**src/rtl/timeout_timer_pkg.sv**
```systemverilog
// Timeout timer shared types and constants.
// State encodings, default terminal count, expiry counter sizing.
package timeout_timer_pkg;

  typedef enum logic {
    IDLE = 1'b0,
    RUN  = 1'b1
  } state_e;

  localparam int unsigned TIMEOUT_DEF = 6;
  localparam int unsigned CNT_W       = 4;
  localparam logic [CNT_W-1:0] CNT_MAX = 4'd15;

endpackage

```
**src/rtl/timeout_timer_if.sv**
```systemverilog
// Expiry event bundle: valid/ready handshake
// plus the expiry count and sticky overrun flag.
interface timeout_timer_if;
  import timeout_timer_pkg::*;

  logic             expire_valid;
  logic             expire_ready;
  logic [CNT_W-1:0] expire_cnt;
  logic             overrun;

  modport master (
    output expire_valid,
    output expire_cnt,
    output overrun,
    input  expire_ready
  );

  modport slave (
    input  expire_valid,
    input  expire_cnt,
    input  overrun,
    output expire_ready
  );

endinterface

```
**src/rtl/timeout_timer_time_next_calc.sv**
```systemverilog
// Next time value: increment, or wrap to zero
// at the terminal count with a wrap flag.
module time_next_calc #(
  parameter int unsigned WIDTH   = 3,
  parameter int unsigned TIMEOUT = 6
) (
  input  logic [WIDTH-1:0] cur,
  output logic [WIDTH-1:0] nxt,
  output logic             wrap
);

  localparam logic [WIDTH-1:0] TO = WIDTH'(TIMEOUT);

  // terminal count detect and successor
  always_comb begin
    wrap = (cur == TO);
    nxt  = wrap ? '0 : cur + 1'b1;
  end

endmodule

```
**src/rtl/timeout_timer.sv**
```systemverilog
// Timeout timer: IDLE/RUN FSM, tick-driven count,
// expiry event with handshake, count and overrun.
module timeout_timer
  import timeout_timer_pkg::*;
#(
  parameter int unsigned WIDTH   = 3,
  parameter int unsigned TIMEOUT = TIMEOUT_DEF
) (
  input  logic             clk,
  input  logic             rst_n,
  input  logic             start,
  input  logic             stop,
  input  logic             tick,
  input  logic             reload,
  input  logic             clr,
  output logic [WIDTH-1:0] time_q,
  output logic             busy,
  timeout_timer_if.master  ev
);

  state_e           state_q, state_d;
  logic [WIDTH-1:0] time_d;
  logic             ev_valid_q, ev_valid_d;
  logic [CNT_W-1:0] ev_cnt_q, ev_cnt_d;
  logic             ovr_q, ovr_d;
  logic [WIDTH-1:0] time_nxt;
  logic             wrap;
  logic             expire;

  time_next_calc #(
    .WIDTH   (WIDTH),
    .TIMEOUT (TIMEOUT)
  ) u_next (
    .cur  (time_q),
    .nxt  (time_nxt),
    .wrap (wrap)
  );

  // FSM next state and time count
  always_comb begin
    state_d = state_q;
    time_d  = time_q;
    expire  = 1'b0;
    unique case (state_q)
      IDLE: begin
        time_d = '0;
        if (start && !stop)
          state_d = RUN;
      end
      RUN: begin
        if (stop) begin
          state_d = IDLE;
          time_d  = '0;
        end else if (start) begin
          time_d = '0;
        end else if (tick) begin
          time_d = time_nxt;
          if (wrap) begin
            expire = 1'b1;
            if (!reload)
              state_d = IDLE;
          end
        end
      end
      default: begin
        state_d = IDLE;
        time_d  = '0;
      end
    endcase
  end

  // expiry handshake, counter and overrun
  always_comb begin
    ev_valid_d = ev_valid_q;
    ev_cnt_d   = clr ? '0 : ev_cnt_q;
    ovr_d      = clr ? 1'b0 : ovr_q;
    if (ev_valid_q && ev.expire_ready)
      ev_valid_d = 1'b0;
    if (expire) begin
      ev_valid_d = 1'b1;
      if (ev_valid_q && !ev.expire_ready)
        ovr_d = 1'b1;
      if (clr)
        ev_cnt_d = CNT_W'(1);
      else if (ev_cnt_q != CNT_MAX)
        ev_cnt_d = ev_cnt_q + 1'b1;
    end
  end

  // state registers
  always_ff @(posedge clk or negedge rst_n) begin
    if (!rst_n) begin
      state_q    <= IDLE;
      time_q     <= '0;
      ev_valid_q <= 1'b0;
      ev_cnt_q   <= '0;
      ovr_q      <= 1'b0;
    end else begin
      state_q    <= state_d;
      time_q     <= time_d;
      ev_valid_q <= ev_valid_d;
      ev_cnt_q   <= ev_cnt_d;
      ovr_q      <= ovr_d;
    end
  end

  assign busy            = (state_q == RUN);
  assign ev.expire_valid = ev_valid_q;
  assign ev.expire_cnt   = ev_cnt_q;
  assign ev.overrun      = ovr_q;

endmodule

```
**src/flat_wrapper.sv**
```systemverilog
// flat-port wrapper written by rule: the top's interface ports become plain ports
module timeout_timer_flat import timeout_timer_pkg::*;
#(
  parameter int unsigned WIDTH   = 3,
  parameter int unsigned TIMEOUT = TIMEOUT_DEF
)
  (clk, rst_n, start, stop, tick, reload, clr, time_q, busy, ev_expire_valid, ev_expire_cnt, ev_overrun, ev_expire_ready);
  timeout_timer_if ev_i ();
  input  logic clk;
  input  logic rst_n;
  input  logic start;
  input  logic stop;
  input  logic tick;
  input  logic reload;
  input  logic clr;
  output logic [WIDTH-1:0] time_q;
  output logic busy;
  output wire logic [$bits(ev_i.expire_valid)-1:0] ev_expire_valid;
  output wire logic [$bits(ev_i.expire_cnt)-1:0] ev_expire_cnt;
  output wire logic [$bits(ev_i.overrun)-1:0] ev_overrun;
  input wire logic [$bits(ev_i.expire_ready)-1:0] ev_expire_ready;
  assign ev_expire_valid = ev_i.expire_valid;
  assign ev_expire_cnt = ev_i.expire_cnt;
  assign ev_overrun = ev_i.overrun;
  assign ev_i.expire_ready = ev_expire_ready;
  timeout_timer #(.WIDTH(WIDTH), .TIMEOUT(TIMEOUT)) u_core (.clk(clk), .rst_n(rst_n), .start(start), .stop(stop), .tick(tick), .reload(reload), .clr(clr), .time_q(time_q), .busy(busy), .ev(ev_i));
endmodule
```
**config.mk**
```make
export PLATFORM = sky130hd
export DESIGN_NAME = timeout_timer_flat
export DESIGN_NICKNAME = d
export VERILOG_FILES = /design/src/rtl/timeout_timer_pkg.sv /design/src/rtl/timeout_timer_if.sv /design/src/rtl/timeout_timer_time_next_calc.sv /design/src/rtl/timeout_timer.sv /design/src/flat_wrapper.sv
export SDC_FILE = /design/constraint.sdc
export NUM_CORES = 1
export LEC_CHECK = 0
export ABC_AREA = 1
export CORE_AREA = 2 2 39 41
export CTS_BUF_LIST = sky130_fd_sc_hd__clkbuf_8
export DETAILED_ROUTE_END_ITERATION = 7
export DIE_AREA = 0 0 41 43
export HOLD_SLACK_MARGIN = 0.06
export PLACE_DENSITY_LB_ADDON = 0.12
export SYNTH_ARGS = -nofsm -noshare
export SYNTH_HDL_FRONTEND = slang
export SYNTH_HIERARCHICAL = 1
export SYNTH_SLANG_ARGS = --single-unit
```
**constraint.sdc**
```tcl
create_clock -name clk -period 2.55 [get_ports clk]
set_input_delay 0.765 -clock clk [delete_from_list [all_inputs] [get_ports clk]]
set_output_delay 0.765 -clock clk [all_outputs]
set_load 0.05 [all_outputs]
```
==> flow_metrics.env <==
export IMPL_coreArea_um2=1380
export IMPL_ys_ff_latch=10
export IMPL_slew_headroom_pct=66.5
export IMPL_tightest_slew_ns=0.501
export IMPL_clock_latency_ns=0.23
export IMPL_post_cts_setup_buffers=0
export IMPL_htree_levels=1
export IMPL_cp_max_fo=8
export IMPL_numCtsBuffers=3
export IMPL_syn2layout_area_growth_pct=38.5
export IMPL_setup_slack_ns=0.234
export IMPL_p_clk_share_pct=45.6
export IMPL_fin_worst_skew_ns=0.00407
export IMPL_swShare_pct=21.8
export IMPL_synth_top_family_by_area="simple AND/OR/NAND/NOR gates"
export IMPL_wl_per_cell_um=10.0
export IMPL_synth_simple_area_share_pct=39.1
export IMPL_fp_dieW_um=41
export IMPL_synth_area_leaders="dfrtp_1 (43%), nand2_1 (19%), nand3_1 (5.2%)"
export IMPL_syn_instance_count=81
export IMPL_gp_congestion=0.757
export IMPL_cp_top_family="buffers and inverters"
export IMPL_cts_resized=0
export IMPL_fp_row_count=14
export IMPL_cpPeakStageDelay_ns=0.85
export IMPL_fin_cells=116
export IMPL_pre_cts_ws_ns=0.484
export IMPL_cts_max_path_buffers=2
export IMPL_synth_most_common_cell="nand2_1"
export IMPL_max_cap_viol_count=0
export IMPL_startpoint_type="flop"
export IMPL_grt_pass1_wl_mm=2.13
export IMPL_vias=552
export IMPL_internal_power_w=0.000278
export IMPL_postRouteAntennaNets=0
export IMPL_timing_hold_violations_final=0
export IMPL_switchingPower_w=0.0000774
export IMPL_n_antenna_cell=0
export IMPL_ios=18
export IMPL_grt_max_degree=11
export IMPL_post_route_drc_count=0
export IMPL_place_inst=113
export IMPL_yosys_warnings=6
export IMPL_grt_pass1_vias=514
export IMPL_max_freq_ghz=0.432
export IMPL_synthMuxAreaShare_pct=0
export IMPL_cp_end_kind="output pin"
export IMPL_die_area_um2=1760
export IMPL_synth_cell_type_count=16
export IMPL_drt_wl_total_mm=1.17
export IMPL_cts_sinks=10
export IMPL_yosysSeqAreaShare_pct=43.0
export IMPL_die_h_um=43
export IMPL_drv_slew=0
export IMPL_synth_fp_nets=90
export IMPL_synth_compound_area_share_pct=6.45
export IMPL_clk_pin_slew_worst_paths_ns=0.05
export IMPL_synth_edf_count=0
export IMPL_arrival_ns=1.55
export IMPL_status="finished, final reports clean"
export IMPL_cp_buffers_inverters=1
export IMPL_start_util_pct=42.0
export IMPL_finalSetupTns_ns=0
export IMPL_power_density_nw_per_um2=441
export IMPL_synth_common_cells="nand2_1 (30), dfrtp_1 (10), inv_1 (8), nor2_1 (8), nand3_1 (6)"
export IMPL_p_leak_nw=0.397
export IMPL_synth_xor_area_share_pct=1.51
export IMPL_combPwrFrac_pct=8.6
export IMPL_grt_ovfl_total=0
export IMPL_finalSetupViolCount=0
export IMPL_crit_required_ns=1.79
export IMPL_synthAdderAreaFrac_pct=2.15
export IMPL_synth_top_cell_area_share_pct=43.0
export IMPL_fillers=124
export IMPL_dp_hpwl_um=908
export IMPL_final_period_utilization_pct=90.8
export IMPL_power_frac_seq_pct=45.8
export IMPL_fin_nets=111
export IMPL_power_total_w=0.000355
export IMPL_cts_root_buf="clkbuf_8"
export IMPL_yosys_area_top_type="dfrtp_1"
export IMPL_grtUsageTotal_pct=18.4
export IMPL_viasPerCell=4.76
export IMPL_cts_tree="built"
export IMPL_first_pass_iters=4
export IMPL_avgSynthCellArea_um2=7.18
export IMPL_portBuffers=17
export IMPL_cts_hold_buf=0
export IMPL_rsz0062_at_grt="no"
export IMPL_layout_drive_gt1_share_pct=11.0
export IMPL_antenna_found_initial=0
export IMPL_async_flop_share_pct=100
export IMPL_ir_worst_vdd_mv=0.298
export IMPL_drt_iter0_markers=6
export IMPL_synthFlopType="dfrtp_1"
export IMPL_syn_area_um2=582
export IMPL_cp_cell_sequence="clkdlybuf4s50_1"
export IMPL_crit_type="flop to output pin"
export IMPL_period_minus_slack_ns=2.32
export IMPL_min_delay_path_class="flop to flop"
export IMPL_slowest_stage="clkdlybuf4s50_1"
==> cell families (layout without fill, tap and decap cells) <==
| kind of cell | count (synthesis) | in the layout |
|---|---|---|
| simple gates | 51 | 51 |
| buf+inv | 11 | 30 |
| flops | 10 | 10 |
| compound gates | 7 | 7 |
| fa+ha+maj | 1 | 1 |
| xor+xnor | 1 | 1 |
==> sequential cells by signal, indices dropped and copies added (netlist names) <==
register / flops
u_core/ev.expire_cnt: 4
u_core/busy: 1
u_core/ev.expire_valid: 1
u_core/ev.overrun: 1
u_core/time_q: 3
==> per-layer routing <==
layer  vias up  routed length, µm  GRT usage, %  part of all wire, %
met5         -                  0             0                    0
met4         0                 10          8.00                 0.86
met3         2                 51          7.85                  4.4
met2        10                549          26.3                   47
met1       249                554          23.5                   48
li1        291                  -             -                    -
==> power by group through the flow <==
stage | registers [W] | clock network (W) | logic (W)
after detailed placement | 0.000165 | 0 | 0.0000313
after CTS | 0.000163 | 0.000166 | 0.0000314
after global placement | 0.000165 | 0 | 0.0000312
after floorplan | 0.000170 | 0 | 0.00000625
final | 0.000163 | 0.000162 | 0.0000306
after global routing | 0.000163 | 0.000177 | 0.0000343
==> final timing paths <==
path / slack, ns / end / depth (start not counted) / from
max: 0.23 / ev_expire_cnt[2] / 1 / u_core/ev.expire_cnt[2]
min: 0.50 / u_core/ev.overrun / 2 / u_core/ev.overrun
max reg2reg: 1.31 / u_core/ev.expire_cnt[1] / 7 / u_core/ev.expire_cnt[0]
min reg2reg: 0.50 / u_core/ev.overrun / 2 / u_core/ev.overrun
max in group asynchronous: 1.39 / u_core/ev.expire_cnt[3] / 1 / rst_n
min in group asynchronous: 0.85 / u_core/time_q[2] / 1 / rst_n
==> through the flow <==
stage	area, µm²	utilization [%]	hold WS, ns
2_1_floorplan	582	-	0.469
3_5_place_dp	764	55.2	0.483
5_1_grt	806	58.2	0.531
6_report	806	58.2	0.500
3_3_place_gp	764	55.2	0.478
4_1_cts	806	58.2	0.498
==> layout make-up <==
class / instances / area (µm²) / share of cell area (%)
sequential: 10 / 250 / 31.1
tap: 16 / 20.0 / 2.48
clock buffer: 3 / 41.3 / 5.12
inverter: 10 / 37.5 / 4.66
multi-input combinational: 60 / 287 / 35.6
timing repair buffer: 17 / 170 / 21.1
==> cell usage in the layout, fill, tap and decap left out <==
cell and n:
nand3_1 6, nand2_1 30, dfrtp_1 10, a21oi_1 4, clkbuf_8 3, inv_1 8, nand3_4 1, nand2_2 3
inv_2 2, clkdlybuf4s50_1 17, xnor2_1 1, nor2_1 8, o21bai_1 1, o21ai_0 2, nand4_1 1, ha_1 1
nor2_2 2
Power figures use the tool's default switching activity.
